==> src/rtl/mem_ctrl_arbiter.sv <==
// mem_ctrl_arbiter: byte-serial owner of the 8-bit RAM port, shared by instruction fetch and MEM loads/stores.
// Define MEMCTRL_IO_STALL_EN to add io_buffer_full, which stalls MEM writes into the 8-byte I/O window.
module mem_ctrl_arbiter #(
   parameter int          IF_BYTES = 4,
   parameter logic [31:0] IO_BASE  = 32'h0003_0000
) (
   input  logic        clk_in,
   input  logic        rst_in,
   input  logic        if_read,
   input  logic [31:0] if_addr,
   input  logic        if_clear,
   output logic        if_done,
   output logic [31:0] if_inst,
   input  logic        mem_read,
   input  logic        mem_write,
   input  logic [31:0] mem_addr,
   input  logic [31:0] mem_wdata,
   input  logic [2:0]  mem_len,
   output logic        mem_done,
   output logic [31:0] mem_rdata,
   output logic [1:0]  busy_state,
`ifdef MEMCTRL_IO_STALL_EN
   input  logic        io_buffer_full,
`endif
   input  logic [7:0]  ram_din,
   output logic [7:0]  ram_dout,
   output logic [31:0] ram_a,
   output logic        ram_wr
);
   typedef enum logic [2:0] {IDLE, IF_RD, MEM_RD, MEM_WR, DONE} state_t;
   state_t      state, state_n;
   logic [2:0]  cnt, cnt_n, len, len_n, k;
   logic [1:0]  bi, busy_n;
   logic [31:0] base, base_n, wdata, wdata_n, data, data_n, wa, a_n, rd_n;
   logic [7:0]  dout_n;
   logic        wr_n, ifd_n, memd_n, if_done_q, stall;

   assign if_done = if_done_q & ~if_clear;

   // a stalled write cycle repeats the same byte, so only advance past a cycle that wrote
   always_comb begin
      k = (state == MEM_WR && ram_wr) ? cnt + 3'd1 : cnt;
      wa = (state == IDLE) ? mem_addr : base + {29'd0, k};
`ifdef MEMCTRL_IO_STALL_EN
      stall = io_buffer_full && (wa - IO_BASE) < 32'd8;
`else
      stall = 1'b0;
`endif
   end

`ifndef MEMCTRL_IO_STALL_EN
   logic unused_io;
   assign unused_io = ^IO_BASE;
`endif

   always_comb begin
      state_n = state;
      cnt_n = cnt;
      len_n = len;
      base_n = base;
      wdata_n = wdata;
      data_n = data;
      busy_n = busy_state;
      a_n = '0;
      dout_n = '0;
      wr_n = 1'b0;
      ifd_n = 1'b0;
      memd_n = 1'b0;
      rd_n = '0;
      bi = cnt[1:0] - 2'd1;
      case (state)
         IDLE: begin
            cnt_n = '0;
            data_n = '0;
            busy_n = 2'b00;
            if (mem_write) begin
               state_n = MEM_WR;
               base_n = mem_addr;
               len_n = mem_len + 3'd1;
               wdata_n = mem_wdata;
               busy_n = 2'b01;
               a_n = wa;
               dout_n = mem_wdata[7:0];
               wr_n = ~stall;
            end else if (mem_read || if_read) begin
               state_n = mem_read ? MEM_RD : IF_RD;
               base_n = mem_read ? mem_addr : if_addr;
               len_n = mem_read ? mem_len : 3'(IF_BYTES);
               busy_n = mem_read ? 2'b01 : 2'b10;
               a_n = base_n;
            end
         end
         IF_RD, MEM_RD: begin
            // ram_din trails ram_a by one cycle, so cycle cnt delivers byte cnt-1
            if (cnt != 3'd0) data_n[{bi, 3'd0} +: 8] = ram_din;
            cnt_n = cnt + 3'd1;
            if (state == IF_RD && if_clear) begin
               state_n = IDLE;
               cnt_n = '0;
               busy_n = 2'b00;
            end else if (cnt == len) begin
               state_n = DONE;
               cnt_n = '0;
               ifd_n = state == IF_RD;
               memd_n = state == MEM_RD;
               rd_n = data_n;
            end else if (cnt_n < len) a_n = base + {29'd0, cnt_n};
         end
         MEM_WR: begin
            if (ram_wr && cnt == len - 3'd1) begin
               state_n = DONE;
               cnt_n = '0;
               memd_n = 1'b1;
            end else begin
               cnt_n = k;
               a_n = wa;
               dout_n = wdata[{k[1:0], 3'd0} +: 8];
               wr_n = ~stall;
            end
         end
         DONE: begin
            state_n = IDLE;
            busy_n = 2'b00;
         end
         default: state_n = IDLE;
      endcase
   end

   always_ff @(posedge clk_in) begin
      if (rst_in) begin
         state <= IDLE;
         cnt <= '0;
         len <= '0;
         base <= '0;
         wdata <= '0;
         data <= '0;
         busy_state <= '0;
         ram_a <= '0;
         ram_dout <= '0;
         ram_wr <= 1'b0;
         if_done_q <= 1'b0;
         mem_done <= 1'b0;
         if_inst <= '0;
         mem_rdata <= '0;
      end else begin
         state <= state_n;
         cnt <= cnt_n;
         len <= len_n;
         base <= base_n;
         wdata <= wdata_n;
         data <= data_n;
         busy_state <= busy_n;
         ram_a <= a_n;
         ram_dout <= dout_n;
         ram_wr <= wr_n;
         if_done_q <= ifd_n;
         mem_done <= memd_n;
         if_inst <= ifd_n ? rd_n : '0;
         mem_rdata <= memd_n ? rd_n : '0;
      end
   end
endmodule

==> config.mk <==
export PLATFORM = sky130hd
export DESIGN_NAME = mem_ctrl_arbiter
export DESIGN_NICKNAME = d
export VERILOG_FILES = /design/src/rtl/mem_ctrl_arbiter.sv
export SDC_FILE = /design/constraint.sdc
export NUM_CORES = 1
export LEC_CHECK = 0
export ABC_CLOCK_PERIOD_IN_PS = 5200
export CAP_MARGIN = 20
export CORE_UTILIZATION = 50
export CTS_CLUSTER_DIAMETER = 200
export DETAILED_ROUTE_END_ITERATION = 12
export PLACE_DENSITY = 0.79
export SLEW_MARGIN = 30
export SYNTH_ARGS = -nofsm -noshare
export SYNTH_HDL_FRONTEND = slang
export SYNTH_SLANG_ARGS = --single-unit
==> constraint.sdc <==
create_clock -name clk_in -period 5.2 [get_ports clk_in]
set_clock_uncertainty 0.1 [all_clocks]
set_input_delay 0.78 -clock clk_in [delete_from_list [all_inputs] [get_ports clk_in]]
set_output_delay 0.78 -clock clk_in [all_outputs]
set_load 0.05 [all_outputs]
==> results of run 1 <==
==> flip-flops by register name, summed over array words and instances (netlist names) <==
register	count
ram_a	32
if_done_q	1
mem_rdata	32
wdata	32
cnt	3
mem_done	1
data	32
busy_state	2
if_inst	32
ram_wr	1
state	3
ram_dout	8
len	3
base	32
==> area by class of cell <==
cell class / count / area (um^2)
Clock buffer: 27 / 611
Clock inverter: 15 / 180
Fill cell: 1582 / 6470
Inverter: 14 / 52.6
Multi-Input combinational cell: 871 / 5350
Sequential cell: 214 / 4280
Tap cell: 265 / 332
Timing Repair Buffer: 234 / 2310
==> final timing paths <==
check	slack (ns)	to
hold reg to reg	0.35	wdata[4]$_SDFFE_PP0P_
hold / removal	0.35	wdata[4]$_SDFFE_PP0P_
setup reg to reg	1.04	ram_a[21]$_SDFF_PP0_
setup / recovery	1.04	ram_a[21]$_SDFF_PP0_
==> logic make-up after synthesis <==
family | Yosys count | synth area share [%]
simple gates | 480 | 21.7
compound gates | 274 | 18.5
flops | 214 | 42.7
buf+inv | 104 | 4.28
xor+xnor | 68 | 6.27
mux | 30 | 4.02
fa+ha+maj | 19 | 2.52
==> layout by cell type (no fill, tap or decap), types with 7 or more instances in the layout <==
cell type and count:
clkdlybuf4s50_1 220, dfxtp_1 214, nor2_1 171, nand2_1 169, a21oi_1 109, a22oi_1 45
xor2_1 39, xnor2_1 27, nor3_1 26, clkbuf_16 23, mux2i_1 21, a311oi_1 20
ha_1 17, nand3_1 15, o22ai_1 14, buf_4 14, inv_1 13, nor2b_1 13
nand4_1 13, nand2b_1 12, o21a_1 12, o21ai_2 11, nor4_1 10, o21ai_0 10
mux4_2 8, a32o_1 8, and3_1 7, a211o_1 7
==> layer usage <==
metal | track usage [%] | up-vias | share of wire (%)
met5 | 0 | - | 0
met4 | 9.74 | 0 | 2.8
met3 | 3.63 | 60 | 8.1
met2 | 46.6 | 449 | 47
met1 | 37.2 | 4461 | 42
li1 | - | 4500 | -
==> synth_stat cells (all sizes together) (2+ instances only) <==
master / number
mux4: 8
a22o: 2
nand4: 14
o21ai: 23
and4: 6
nand2: 172
o31a: 2
dfxtp: 214
ha: 17
a311oi: 20
o22ai: 14
o31ai: 2
a31oi: 6
a211oi: 6
o221ai: 7
nor4: 11
nor3: 28
a211o: 7
fa: 2
and2: 4
or3: 7
and3: 7
nand2b: 12
mux2i: 22
clkbuf: 65
nand4b: 2
a221oi: 4
o21a: 12
a21o: 4
nor4b: 2
nand3: 16
a22oi: 45
a32o: 8
buf: 25
nor2b: 13
xor2: 39
a32oi: 2
a21oi: 109
xnor2: 28
nand3b: 3
nor2: 174
inv: 14
or2: 3
==> power by group through the flow <==
stage          registers [mW]  clock network (mW)  logic (mW)
5_1_grt                  2.28                1.78        2.70
6_report                 2.25                1.70        2.51
3_5_place_dp             2.27                   0        2.46
3_3_place_gp             2.27                   0        2.42
2_1_floorplan            2.46                   0        1.54
4_1_cts                  2.24                1.71        2.49
==> metrics by stage <==
stage                     cells  util (%)  hold slack (ns)
after global placement     1598      62.9            0.340
after floorplan            1189         -            0.333
final                      1640      67.0            0.353
after global routing       1640      67.0            0.368
after detailed placement   1598      62.9            0.346
after CTS                  1640      66.9            0.354
==> critical path: stages, from the launching register on <==
cell and delay, ns:
dfxtp_1 0.54, inv_1 0.27, ha_1 0.52, mux2i_2 0.65
inv_1 0.23, ha_1 0.33, a21o_1 0.17, a21oi_1 0.42
buf_4 0.26, nor4_1 0.07, xnor2_1 0.15, a211o_1 0.31
o221ai_2 0.05
==> flow_metrics.env, run 1 <==
export IMPL_synthTopCellsByArea="dfxtp_1 (43%), nor2_1 (6.5%), nand2_1 (6.3%)"
export IMPL_postSynthCellCount=1189
export IMPL_hpwl_um=20300
export IMPL_setup_ws_ns=1.04
export IMPL_r2r_start="cnt[0]$_SDFFE_PP0P_"
export IMPL_drc=0
export IMPL_maxCapViolations=0
export IMPL_max_slew_margin_pct=30.6
export IMPL_track_usage_pct=28.0
export IMPL_yosysSeqAreaShare_pct=42.7
export IMPL_fp_dieH_um=144
export IMPL_ys_ff_latch=214
export IMPL_finalWirelength_um=29300
export IMPL_clockBufferDepth=3
export IMPL_setup_viol=0
export IMPL_clk_latency_ns=0.51
export IMPL_fin_crit_sh_pct=80.0
export IMPL_crit_type="flop to flop"
export IMPL_synth_top_area_cell="dfxtp_1"
export IMPL_total_leakage_power_nw=4.79
export IMPL_power_density_nw_per_um2=492
export IMPL_cts_resized_gates=0
export IMPL_grt_pass1_wl_um=45600
export IMPL_yosys_warnings=0
export IMPL_final_layout_size_suffix_gt1_share_pct=7.35
export IMPL_gr_total_overflow=0
export IMPL_drt_pass1_iter_count=5
export IMPL_dieWidth_um=144
export IMPL_async_flop_share_pct=0
export IMPL_cp_max_fo=11
export IMPL_fin_area_um2=13100
export IMPL_place_congestion=0.863
export IMPL_peakVddDrop_uv=382
export IMPL_fmax_mhz=240
export IMPL_vias=9470
export IMPL_synth_top_area_share_pct=42.7
export IMPL_fin_nets=1490
export IMPL_outcome="completed"
export IMPL_io_pins=222
export IMPL_hold_viol_final=0
export IMPL_avgSynthCellArea_um2=8.45
export IMPL_crit_path_start="cnt[0]$_SDFFE_PP0P_"
export IMPL_numCtsBuffers=23
export IMPL_ys_flop_type="dfxtp_1"
export IMPL_hold_path_startpoint="wdata[4]$_SDFFE_PP0P_"
export IMPL_antenna_found_initial=0
export IMPL_rsz0062_at_grt="false"
export IMPL_combPwrFrac_pct=38.9
export IMPL_dpl_cell_area_um2=12300
export IMPL_power_frac_clock_pct=26.3
export IMPL_max_slew_worst_pin_slew_ns=1.03
export IMPL_synth_cell_type_count=70
export IMPL_required_ns=5.54
export IMPL_place_ws_ns=1.10
export IMPL_min_path_cells=2
export IMPL_portBuffers=221
export IMPL_drt_iter0_drc=830
export IMPL_grt_pass1_vias=8800
export IMPL_p_switching_mw=2.64
export IMPL_worst_setup_path_end_kind="flop"
export IMPL_hp_class="flop to flop"
export IMPL_cts_max_level=1
export IMPL_worstPathArrival_ns=4.50
export IMPL_total_power_mw=6.46
export IMPL_dieArea_um2=20700
export IMPL_finalSetupTns_ns=0
export IMPL_post_drt_wl_per_cell_um=17.9
export IMPL_start_kind="flop"
export IMPL_initial_core_util_pct=51.3
export IMPL_cts_setup_buffers=0
export IMPL_reg2reg_depth=12
export IMPL_coreArea_um2=19600
export IMPL_fp_row_count=51
export IMPL_intPower_mw=3.81
export IMPL_area_delta_synth_final_pct=30.6
export IMPL_clock_sinks=214
export IMPL_path_clk_slew_ns=0.07
export IMPL_post_route_min_period_ns=4.16
export IMPL_p_seq_share_pct=34.9
export IMPL_clockRootBuffer="clkbuf_16"
export IMPL_cts_tree="done"
export IMPL_syn_num_nets=1321
export IMPL_grt_max_degree=70
export IMPL_synth_area_um2=10000
export IMPL_swShare_pct=40.9
export IMPL_antenna_left=0
export IMPL_synth_edf_count=0
export IMPL_viasPerCell=5.77
export IMPL_antenna_cells=0
export IMPL_ctsHoldBuffers=0
export IMPL_drv_slew=0
No activity file was read; power rests on OpenSTA's default activity.
==> run 2: changes to the inputs <==
- ABC_CLOCK_PERIOD_IN_PS: 5200 -> 3390
- CORE_UTILIZATION: 50 -> 46
- PLACE_DENSITY: 0.79 -> 0.77
- clock period: 5.2 -> 3.39 ns (I/O delays scaled with it)
==> run 2 against run 1 <==
Net effect:
- first-iteration DRC count fell by 6.7%
- wire length up 2.2%
- global-route usage shrank 1.7 points
- flip-flop and latch count unchanged
- via count is 0.22% higher
- critical path depth unchanged
- register-to-register slack lost 0.76 ns
- non-clock buffer count grew 20
- worst setup slack got worse by 0.76 ns
- combinational power rose by 59%
- critical path type unchanged
- largest power group unchanged
==> flow_metrics.env, run 2 (same netlist as run 1, synthesis figures left out) <==
export IMPL_fin_crit_sh_pct=91.9
export IMPL_fillCellCount=1826
export IMPL_crit_type="flop to flop"
export IMPL_power_density_nw_per_um2=742
export IMPL_drv_slew=0
export IMPL_maxCapViolations=0
export IMPL_setup_ws_ns=0.275
export IMPL_grt_pass1_vias=8963
export IMPL_dieArea_um2=22400
export IMPL_max_slew_worst_pin_slew_ns=0.943
export IMPL_track_usage_pct=26.3
export IMPL_total_leakage_power_nw=4.86
export IMPL_post_drt_wl_per_cell_um=18.0
export IMPL_slowest_delay_ns=0.41
export IMPL_path_common_cell="a21oi_1"
export IMPL_initial_core_util_pct=47.3
export IMPL_fin_cells=1666
export IMPL_area_delta_synth_final_pct=31.6
export IMPL_dp_cells=1628
export IMPL_antenna_cells=0
export IMPL_clock_sinks=214
export IMPL_mostFrequentLayoutCells="clkdlybuf4s50_1 (220), dfxtp_1 (214), nor2_1 (172)"
export IMPL_path_clk_slew_ns=0.06
export IMPL_grt_pass1_wl_um=47000
export IMPL_clk_latency_ns=0.50
export IMPL_portBuffers=221
export IMPL_final_common_cell="clkdlybuf4s50_1"
export IMPL_dieWidth_um=150
export IMPL_start_kind="flop"
export IMPL_multiInputGateArea_um2=5360
export IMPL_crit_chain="and3b_1 -> nand2_1 -> xnor2_4 -> inv_1 -> ha_1 -> fa_1 -> a21oi_1 -> and4b_1 -> nand3_1 -> xor2_1 -> a21oi_1 -> o21a_1"
export IMPL_hold_viol_final=0
export IMPL_drt_pass1_iter_count=5
export IMPL_max_slew_margin_pct=36.9
export IMPL_final_util_pct=62.3
export IMPL_numCtsBuffers=23
export IMPL_drt_iter0_drc=774
export IMPL_coreArea_um2=21200
export IMPL_clockBufferDepth=3
export IMPL_required_ns=3.68
export IMPL_io_pins=222
export IMPL_cts_tree="done"
export IMPL_cp_max_fo=3
export IMPL_final_layout_size_suffix_gt1_share_pct=8.48
export IMPL_regArea_um2=4280
export IMPL_finalWirelength_um=30000
export IMPL_place_ws_ns=0.262
export IMPL_drc=0
export IMPL_hpwl_um=20900
export IMPL_antenna_found_initial=0
export IMPL_whs_ns=0.246
export IMPL_cts_setup_buffers=0
export IMPL_finalSetupTns_ns=0
export IMPL_post_route_min_period_ns=3.12
export IMPL_fin_nets=1510
export IMPL_antenna_left=0
export IMPL_peakVddDrop_uv=421
export IMPL_fp_row_count=53
export IMPL_worstPathArrival_ns=3.41
export IMPL_rsz0062_at_grt="false"
export IMPL_fp_dieH_um=150
export IMPL_fmax_mhz=321
export IMPL_outcome="completed"
export IMPL_place_congestion=0.898
export IMPL_crit_slowest_cell="fa_1"
export IMPL_hp_class="input port to flop"
export IMPL_setup_viol=0
export IMPL_viasPerCell=5.70
export IMPL_clockRootBuffer="clkbuf_16"
export IMPL_cts_max_level=1
export IMPL_grt_max_degree=108
export IMPL_gr_total_overflow=0
export IMPL_worst_setup_path_end_kind="flop"
export IMPL_vias=9491
run 2: final timing paths:
check	end	from	slack, ns	depth (start not counted)
max	ram_a[28]$_SDFF_PP0_	state[2]$_SDFFE_PP0P_	0.27	12
min	mem_done$_SDFF_PP0_	rst_in	0.25	4
max reg2reg	ram_a[28]$_SDFF_PP0_	state[2]$_SDFFE_PP0P_	0.27	12
min reg2reg	wdata[15]$_SDFFE_PP0P_	wdata[15]$_SDFFE_PP0P_	0.35	2
run 2: layout make-up:
type / count / area share [%]
tap: 275 / 2.60
timing repair buffer: 254 / 18.6
inverter: 14 / 0.398
clock buffer: 27 / 4.69
sequential: 214 / 32.4
multi-input combinational: 871 / 40.5
clock inverter: 11 / 0.738
run 2: power breakdown:
| part | total (mW) | internal (mW) | leakage (nW) | switching (mW) |
|---|---|---|---|---|
| clock | 2.41 | 1.39 | 0.350 | 1.03 |
| combinational | 3.99 | 1.44 | 2.76 | 2.55 |
| sequential | 3.40 | 2.95 | 1.74 | 0.451 |
run 2: per-stage QoR:
| step | instance area (um^2) | power (mW) |
|---|---|---|
| after floorplan | 10100 | 6.14 |
| after CTS | 13200 | 9.79 |
| after detailed placement | 12500 | 7.38 |
| after global routing | 13200 | 10.3 |
| final | 13200 | 9.81 |
| after global placement | 12500 | 7.33 |
run 2: repair_timing:
item                                    4_1_cts  5_1_grt
hold buffers                                  0        0
resized for setup                             0        1
endpoints found under the setup margin        0        2
run 2: critical path: cells and delay by family (launching register included):
family | cells | cell delay (ns)
adder cells (fa/ha/maj) | 2 | 0.62
XOR/XNOR | 2 | 0.37
buffers and inverters | 1 | 0.09
AO/OA/AOI/OAI | 3 | 0.58
AND/OR/NAND/NOR | 4 | 0.94
flip-flops | 1 | 0.31
run 2: layer usage:
metal  up-vias  share of wire, %  routed length (um)  track usage [%]
li1       4545                 -                   -                -
met1      4429                42               12600             35.0
met2       448                47               14100             42.9
met3        69               7.5                2250             3.93
met4         0               3.2                 950             10.0
met5         -                 0                   0                0
